### src/rtl/tick_sched.sv
// tick_sched: run/pause/idle tick scheduler with a programmable period,
// a BCD tick digit with carry, and a free-running display scan counter.
module tick_sched (
  input  logic        clk,
  input  logic        reset,
  input  logic        start,
  input  logic        pause,
  input  logic        clear,
  input  logic        div_load,
  input  logic [26:0] div_val,
  output logic        tick,
  output logic [3:0]  digit,
  output logic        carry,
  output logic [1:0]  scan_sel,
  output logic [1:0]  state
);

  typedef enum logic [1:0] {
    IDLE  = 2'b00,
    RUN   = 2'b01,
    PAUSE = 2'b10
  } state_t;

  // 1 Hz at 50 MHz
  localparam logic [26:0] PER_RST = 27'd49_999_999;

  state_t      cur, nxt;
  logic [26:0] cnt;
  logic [26:0] per_reg;
  logic [18:0] scan_cnt;
  logic        counting;
  logic        at_end;

  // State register
  always_ff @(posedge clk or posedge reset) begin
    if (reset) cur <= IDLE;
    else       cur <= nxt;
  end

  // Next state: the highest-priority asserted command is selected first and
  // then applied, so a pause that is a no-op still masks a same-cycle start.
  always_comb begin
    nxt = cur;
    if (clear) begin
      nxt = IDLE;
    end else if (pause) begin
      if (cur == RUN) nxt = PAUSE;
    end else if (start) begin
      if (cur != RUN) nxt = RUN;
    end
    if (cur != IDLE && cur != RUN && cur != PAUSE) nxt = IDLE;
  end

  // Counting only on edges that stay in RUN; entering RUN from IDLE/PAUSE
  // does not count, which puts the first tick per_reg+1 edges after start.
  assign counting = (cur == RUN) && (nxt == RUN);
  assign at_end   = counting && (cnt == per_reg);

  // Period counter, tick, digit and carry
  always_ff @(posedge clk or posedge reset) begin
    if (reset) begin
      cnt   <= '0;
      digit <= '0;
      tick  <= 1'b0;
      carry <= 1'b0;
    end else begin
      tick  <= 1'b0;
      carry <= 1'b0;
      if (clear) begin
        cnt   <= '0;
        digit <= '0;
      end else if (at_end) begin
        cnt  <= '0;
        tick <= 1'b1;
        if (digit == 4'd9) begin
          digit <= '0;
          carry <= 1'b1;
        end else begin
          digit <= digit + 4'd1;
        end
      end else if (counting) begin
        cnt <= cnt + 27'd1;
      end
    end
  end

  // Period register: writable only while idle; zero is bumped to 1
  always_ff @(posedge clk or posedge reset) begin
    if (reset)                                  per_reg <= PER_RST;
    else if (div_load && cur == IDLE && !clear) per_reg <= (div_val == '0) ? 27'd1 : div_val;
  end

  // Free-running display scan counter
  always_ff @(posedge clk or posedge reset) begin
    if (reset) scan_cnt <= '0;
    else       scan_cnt <= scan_cnt + 19'd1;
  end

  assign scan_sel = scan_cnt[18:17];
  assign state    = cur;

endmodule

### config.mk
export PLATFORM = sky130hd
export DESIGN_NAME = tick_sched
export DESIGN_NICKNAME = d
export VERILOG_FILES = /design/src/rtl/tick_sched.sv
export SDC_FILE = /design/constraint.sdc
export NUM_CORES = 1
export LEC_CHECK = 0
export CELL_PAD_IN_SITES_DETAIL_PLACEMENT = 1
export CELL_PAD_IN_SITES_GLOBAL_PLACEMENT = 2
export CORE_ASPECT_RATIO = 1.1
export CORE_MARGIN = 2
export CORE_UTILIZATION = 31
export CTS_CLUSTER_DIAMETER = 200
export CTS_CLUSTER_SIZE = 16
export DETAILED_ROUTE_END_ITERATION = 6
export PLACE_DENSITY_LB_ADDON = 0.1
export SLEW_MARGIN = 20
export SYNTH_ARGS = -nofsm -noshare
export SYNTH_HDL_FRONTEND = slang
export SYNTH_SLANG_ARGS = --single-unit
### constraint.sdc
create_clock -name clk -period 7.6 [get_ports clk]
set_clock_uncertainty 0.2 [all_clocks]
set_input_delay 1.9 -clock clk [delete_from_list [all_inputs] [get_ports clk]]
set_output_delay 1.9 -clock clk [all_outputs]
set_load 0.02 [all_outputs]
-- After elaboration in Yosys (flattened, before gate mapping)
Cells that the tools add are included.
- bits in registers: 81
- input bits: 33
- output and inout port bits: 10
- word-level logic and storage cells: 46
- add/sub/neg operators: 3
- equality and inequality tests: 6
- mux-type cells: 18
- reduce and logical (&&, ||, !) cells: 12
- operator list (cell ; number):
    2-to-1 mux 27 bit ; 4
    adder 27 x 1 -> 27 bit, second input constant ; 1
    == test 27 bit ; 1
    zero test 27 bit ; 1
    adder 19 x 1 -> 19 bit, second input constant ; 1
    2-to-1 mux 2 bit ; 6
    2-to-1 mux 4 bit ; 3
    logical AND 1 bit ; 6
    2-to-1 mux 1 bit ; 5
    adder 4 x 1 -> 4 bit, second input constant ; 1
    == test 2 x 1 -> 1 bit, second input constant ; 2
    == test 4 bit, second input constant ; 1
    nonzero test 2 bit ; 2
    nonzero test 3 bit ; 1
    zero test 2 bit ; 1
    != test 2 x 1 -> 1 bit, second input constant ; 1
    != test 2 bit, second input constant ; 1
    zero test 1 bit ; 1

-- Longest topological paths before layout
- depth in word-level cells: 11
- depth in mapped cells: 7
- depth with buffers taken out: 6

-- Worst setup path after synthesis
Ideal clock, no wire load.
- kind: input-to-reg
- start: input port pause
- end: register digit[0]
- arrival: 3.440 ns
- data required time: 7.323 ns
- setup slack: 3.884 ns
- stages on the path: 5
- buffers on the path: 0
- cell sequence: or4b_4 nor4_2 nand3_2 or4b_1 o21ai_1
- cells in the longest elaborated chain, start to end: 7
- ends and longest elaborated chain (item ; line ; source):
    start, declared ; 7 ; input logic pause,
    2-to-1 mux 2 bit ; 46 ; end else if (pause) begin
    2-to-1 mux 2 bit ; 44 ; if (clear) begin
    2-to-1 mux 2 bit ; 51 ; if (cur != IDLE && cur != RUN && cur != PAUSE) nxt = IDLE;
    == test 2 x 1 -> 1 bit ; 56 ; assign counting = (cur == RUN) && (nxt == RUN);
    logical AND 1 bit ; 56 ;
    logical AND 1 bit ; 57 ; assign at_end = counting && (cnt == per_reg);
    nonzero test 2 bit (no source line) ; - ;
    end signal, assigned ; 79 ; digit <= digit + 4'd1;
    end, declared ; 12 ; output logic [3:0] digit,
Every way passes these cells.
A chain may end at the register's enable or synchronous reset.

-- Worst setup path in the final report
- start: input port clear
- end: register digit[3]
- cells in the longest elaborated chain, start to end: 6
- ends and longest elaborated chain (item ; line ; source):
    start, declared ; 8 ; input logic clear,
    2-to-1 mux 2 bit ; 44 ;
    2-to-1 mux 2 bit ; 51 ;
    == test 2 x 1 -> 1 bit ; 56 ;
    logical AND 1 bit ; 56 ;
    logical AND 1 bit ; 57 ;
    nonzero test 2 bit (no source line) ; - ;
Parallel ways exist; a longest one is shown, timed or not.

==> impl_metrics.csv <==
group,metric,value,unit
status,status,"completed",
cts,postCtsHoldBufs,0,
power_and_ir_drop,power,1.078,mW
cts,cts.sinks,81,
synthesis,syn_area_per_cell,10.96,um2
cts,cts_buffer_depth,2,
cts,cts_resized,0,
place,detailed_place_hpwl,7063,um
floorplan,num_rows,43,
sta,min_period,4.584,ns
synthesis,ys_seq_area_frac,0.5167,
critical_path,crit_fanout,28,
hold_path,worstHoldStart,"scan_cnt[16]",
job,maxCapViolCount,0,
synthesis,synth_top_area_share,0.3975,
global_routing,grt_overflow,0,
place,place_congestion,0.8023,
routing,drtPass1Iterations,4,
sta,rsz0062_at_grt,"false",
critical_path,worstSetupStartpointType,"primary input",
synthesis,ys.flop_type,"dfrtp_1",
synthesis,ys_types,42,
critical_path,cp.arrival,4.57,ns
routing,drc,0,
floorplan,die_w,111.9,um
cts,clock-root-buffer,"clkbuf_16",
final_layout,drive_above_1_share,0.1675,
cts,cts_tree,"yes",
floorplan,die-area,0.01372,mm2
critical_path,required,7.58,ns
synthesis,synth.area.top_cells,"dfrtp_1, dfstp_2, xor2_1",
routing,final_antenna_net_count,0,
power_and_ir_drop,p_leak,1.988,nW
routing,via_per_inst,4.902,
sta,worst_pin_slew,1.036,ns
critical_path,critPathKind,"primary input to flop",
final_layout,diodes,0,
cts,insertion_delay,0.33,ns
synthesis,yosysWarnings,0,
final_layout,fin_nets,444,
synthesis,synth_seq_cells,81,
power_and_ir_drop,vdd_drop_max,0.0001085,V
routing,drt_iter0_drc,70,
sta,report.final.slew_viol_count,0,
critical_path,cp_slowest_cell,"o21bai_4",
synthesis,synth_edf_count,0,
hold_path,min_path_type,"flop to flop",
global_routing,track_usage,0.1546,
synthesis,yosysTopAreaCell,"dfrtp_1",
global_routing,grt_max_degree,82,
final_layout,synthToLayoutAreaGrowth,23.44,%
floorplan,start_util,0.3164,
critical_path,crit_start,"clear",
place,io_buffers,42,
routing,drt_wl_total,9723,um
sta,max_freq,0.2182,GHz
global_routing,grt_pass1_wl,16270,um
synthesis,async_flop_share,1.000,
synthesis,syn_inst,362,
synthesis,syn_area,0.003966,mm2
sta,hold_viol_final,0,
critical_path,cp_slowest_stage_delay,0.65,ns
critical_path,crit_chain,"clkdlybuf4s50_1, or4b_4, nor4_2, nand3_2, o21bai_4, o22ai_1",
floorplan,fp.coreArea,0.01254,mm2
power_and_ir_drop,p_per_area,220.2,mW/mm2
global_routing,first_global_vias,2979,
critical_path,end_kind,"flop",
routing,num_vias,2789,
routing,wl_per_cell,17.09,um
sta,setup_violations,0,
sta,slew_headroom,0.3085,
sta,tns,0,ns
synthesis,syn_nets,399,
cts,htreeDepth,3,
cts,postCtsSetupBuffers,0,
floorplan,io_pins,43,
global_routing,antenna_found_initial,0,
cts,cts.clk_slew.worst_paths,0.06,ns
sta,fin_crit_sh,0.6031,
cts,cts_buffers,9,
critical_path,r2r-start,"state[1]",
floorplan,fp.dieH,122.6,um
==> Yosys cell counts (2+ instances only) <==
cell,n
dfrtp_1,63
nor2_1,42
xor2_1,35
xnor2_1,33
mux2_2,26
dfstp_2,18
nand3_1,18
inv_1,15
nand2_1,14
nor4_1,13
nor3_1,12
nand4_1,8
and4_1,7
a21oi_1,6
clkbuf_1,6
o21ai_0,6
ha_1,4
and3_1,3
nand2b_1,3
o2111ai_1,3
buf_2,2
buf_4,2
nor2b_1,2
o21ai_1,2
or3_1,2
==> power by group <==
part	switching [mW]	total [mW]	internal, mW
clock network	0.167	0.483	0.315
logic	0.0467	0.0998	0.0531
registers	0.0225	0.496	0.473
total	0.237	1.08	0.841
==> critical path, delay by kind of cell <==
family          cells  cell delay [ns]
simple gates        3             1.20
compound gates      2             0.80
buf+inv             1             0.64
==> path summary, 6_finish.rpt <==
path | endpoint | slack (ns) | cells past startpoint
max | digit[3] | 3.02 | 6
min | scan_cnt[16] | 0.27 | 1
max reg2reg | digit[3] | 4.79 | 5
min reg2reg | scan_cnt[16] | 0.27 | 1
max in group asynchronous | cnt[2] | 4.80 | 3
min in group asynchronous | per_reg[26] | 1.90 | 3
==> layer usage <==
layer  routed length, um  up-vias  global-route usage  part of all wire
met5                   0        -                   0                 0
met4                 214        0             0.05633             0.022
met3                 284       12             0.03111             0.029
met2                4796       41              0.2625              0.49
met1                4428     1396              0.1968              0.46
li1                    -     1340                   -                 -
==> layout by cell type (no fill, tap or decap), drive strengths merged, types with 2 or more instances in the layout <==
master and instances:
dfstp 18, bufinv 2, nor2b 2, xnor2 33, nor4 14, a21oi 6
nand2 14, and4 7, ha 4, o2111ai 3, or3 2, o21ai 8
mux2 26, nor3 12, nand3 19, xor2 35, clkdlybuf4s50 42, nor2 42
buf 2, nand4 8, dfrtp 63, clkbuf 14, or2 2, inv 14
nand2b 3, and3 3, or4b 2
==> stage by stage <==
step                      cell area, um2  worst slack, ns  hold slack [ns]  cells    util
after floorplan                     3966            3.450           0.2363    362       -
after global placement              4558            2.783           0.2552    553  0.3636
after detailed placement            4558            2.663           0.2580    553  0.3636
after CTS                           4892            2.989           0.2717    569  0.3903
after global routing                4896            2.819           0.2979    569  0.3906
final                               4896            3.016           0.2687    569  0.3906
==> area by class of cell <==
class / count / area [um2]
fill: 1403 / 7640
sequential: 81 / 2049
multi-input combinational: 256 / 1819
timing repair buffer: 44 / 439.2
clock buffer: 14 / 274.0
tap: 157 / 196.4
clock inverter: 2 / 60.06
inverter: 15 / 57.56
==> cells by family after synthesis <==
group | count (synthesis) | share of synthesized area
compound gates | 24 | 0.04070
buf+inv | 25 | 0.02618
mux | 26 | 0.07382
xor+xnor | 68 | 0.1502
flops | 81 | 0.5167
simple gates | 134 | 0.1798
fa+ha+maj | 4 | 0.01262
(Power assumes the default switching activity.)
==> RTL edit: new RTL, same flow settings <==
Reset style: synchronous (`reset`), changed in 4 clocked blocks.
--- a/src/rtl/tick_sched.sv
+++ b/src/rtl/tick_sched.sv
@@ -32,7 +32,7 @@
   logic        at_end;
 
   // State register
-  always_ff @(posedge clk or posedge reset) begin
+  always_ff @(posedge clk) begin
     if (reset) cur <= IDLE;
     else       cur <= nxt;
   end
@@ -57,7 +57,7 @@
   assign at_end   = counting && (cnt == per_reg);
 
   // Period counter, tick, digit and carry
-  always_ff @(posedge clk or posedge reset) begin
+  always_ff @(posedge clk) begin
     if (reset) begin
       cnt   <= '0;
       digit <= '0;
@@ -85,13 +85,13 @@
   end
 
   // Period register: writable only while idle; zero is bumped to 1
-  always_ff @(posedge clk or posedge reset) begin
+  always_ff @(posedge clk) begin
     if (reset)                                  per_reg <= PER_RST;
     else if (div_load && cur == IDLE && !clear) per_reg <= (div_val == '0) ? 27'd1 : div_val;
   end
 
   // Free-running display scan counter
-  always_ff @(posedge clk or posedge reset) begin
+  always_ff @(posedge clk) begin
     if (reset) scan_cnt <= '0;
     else       scan_cnt <= scan_cnt + 19'd1;
   end
Check against the original RTL: differs if reset is asserted again (counterexample within 4 cycles, from zero or initial values and one cycle with reset high); with reset held inactive, the same outputs for 10 cycles.
==> RTL edit against the unedited design <==
Routed wire length is 1.1% higher; sequential cell count stayed put; total power is 9.0% lower; via count is 7.2% higher; synthesized area is 7.9% lower; cell area is 8.3% lower; combinational power is 38% lower; sequential share of layout area is 5.8 points lower; first-iteration DRC count is 39% higher; non-clock buffer count stayed put; setup slack better by 0.21 ns; critical endpoint is now cnt[10]$_SDFFE_PP0P_; largest cell class is now multi-input combinational cells.
==> RTL edit: results (changes against the unedited design) <==
viasPerCell: 5.01  # +2.2%
r2r_start: "state[0]$_SDFF_PP0_"
synth_cell_type_count: 39  # -7.1%
place_area_mm2: 0.00417  # -8.6%
drtPass1Iterations: 4  # unchanged
first_global_vias: 3014  # +1.2%
wl_met1_um: 5110  # +15%
p_int_uw: 773  # -8.1%
layout.nets: 477  # +7.4%
grt_max_degree: 49  # -40%
hpwl_um: 7300  # +3.4%
synthXorXnorAreaFrac: 0.161  # +0.0104
yosys-mux-area-fraction: 0.00548  # -0.0683
post_cts_resized: 0  # unchanged
root_buffer: "clkbuf_16"
setup_viol: 0  # unchanged
tightestPinTransition_ns: 0.849  # -0.187 ns
place_inst: 581  # +5.1%
syn_avg_cell_area_um2: 8.96  # -18%
holdWs_ns: 0.261  # -0.00796 ns
ff2ff_setup_slack_ns: 4.86  # +0.07 ns
crit_path_start: "pause"
p_leak_uw: 0.00150  # -25%
synthFlopType: "dfxtp_1"
clkTransAtPathRegs_ns: 0.06  # about the same
yosys.area_share.adder: 0.00685  # -0.00577
wl_met3_um: 387  # +36%
synth_compound_gate_area_share: 0.0729  # +0.0322
whs_path_depth: 1  # unchanged
arrival_ns: 4.37  # -0.20 ns
track_usage: 0.166  # +0.0111
diodes: 0  # unchanged
synthTopCellsByArea: "dfxtp_1 (44%), xnor2_1 (9.6%), xor2_1 (6.5%)"
drt-initial-drc-count: 97  # +39%
status: "finished clean"
h-tree-depth: 3  # unchanged
syn_nets: 443  # +11%
clk_latency_ns: 0.34
routedWlPerCell_um: 16.5  # -3.7%
gp_congestion: 0.745  # -7.2%
worstHoldStart: "scan_cnt[0]$_SDFF_PP0_"
hold_path.class: "flop to flop"
top_layer: "met4"
synth_common_cells: "dfxtp_1 (81), nor2_1 (52), nand2_1 (46)"
drive_gt1_frac: 0.0515  # -0.116
cts_setup_buffers: 0  # unchanged
ir_drop_uv: 77.1  # -29%
r2r_end: "cnt[10]$_SDFFE_PP0P_"
wl_met2_um: 4260  # -11%
path_max_fanout: 27  # -3.6%
ys_seq_area_frac: 0.444  # -0.0730
portBuffers: 42  # unchanged
async_reset_ff_frac: 0  # -1.00
clockBufferDepth: 2  # unchanged
finalNonFillerCells: 597  # +4.9%
yosysWarnings: 0  # unchanged
worstHoldEndpoint: "scan_cnt[0]$_SDFF_PP0_"
[RTL edit: cell types whose count changed after synthesis, moves of 10 or more]
cell	delta
nand4_1	+18
dfrtp_1	-63
dfxtp_1	+81
nand2_1	+32
mux2_2	-26
dfstp_2	-18
nor2_1	+10
[RTL edit: layer usage]
| metal | vias up | track usage |
|---|---|---|
| li1 | 1492 | - |
| met1 | 1442 | 0.242 |
| met2 | 50 | 0.242 |
| met3 | 6 | 0.0343 |
| met4 | 0 | 0.0529 |
| met5 | - | 0 |
[RTL edit: how the worst max path moves through the flow]
stage	endpoint	slack [ns]
finish	cnt[10]$_SDFFE_PP0P_	3.23
global route	cnt[3]$_SDFFE_PP0P_	2.98
CTS	cnt[12]$_SDFFE_PP0P_	3.22
detailed placement	cnt[7]$_SDFFE_PP0P_	2.88
global placement	cnt[11]$_SDFFE_PP0P_	2.91
floorplan	cnt[10]$_SDFFE_PP0P_	3.90
[RTL edit: logic make-up after synthesis]
group | Yosys count
simple gates | 192
flops | 81
mux | 2
fa+ha+maj | 2
buf+inv | 27
compound gates | 37
xor+xnor | 67
[RTL edit: power by group through the flow]
stage	Clock [µW]	Combinational (µW)	Sequential, µW
after floorplan	0	32.7	451
after global placement	0	61.5	454
after detailed placement	0	62.2	454
after CTS	487	62.7	445
after global routing	507	67.8	446
final	474	61.5	445
[RTL edit: layout make-up]
| cell class | instances | area [µm²] |
|---|---|---|
| tap | 150 | 188 |
| timing repair buffer | 44 | 435 |
| sequential | 81 | 1620 |
| multi-input combinational | 300 | 1900 |
| clock buffer | 14 | 264 |
| clock inverter | 2 | 60.1 |
| inverter | 6 | 22.5 |
| fill | 1349 | 7000 |
[RTL edit: metrics by stage]
| stage | util | worst slack, ns |
|---|---|---|
| 2_1_floorplan | - | 3.90 |
| 6_report | 0.391 | 3.23 |
| 5_1_grt | 0.391 | 2.98 |
| 3_3_place_gp | 0.363 | 2.91 |
| 4_1_cts | 0.391 | 3.22 |
| 3_5_place_dp | 0.363 | 2.88 |
[RTL edit: critical path: stages]
cell and delay [ns]:
clkdlybuf4s50_1 0.49, nor4b_4 0.48, nand4_1 0.17, or3_1 0.54
o21ai_4 0.66, nor2_1 0.12
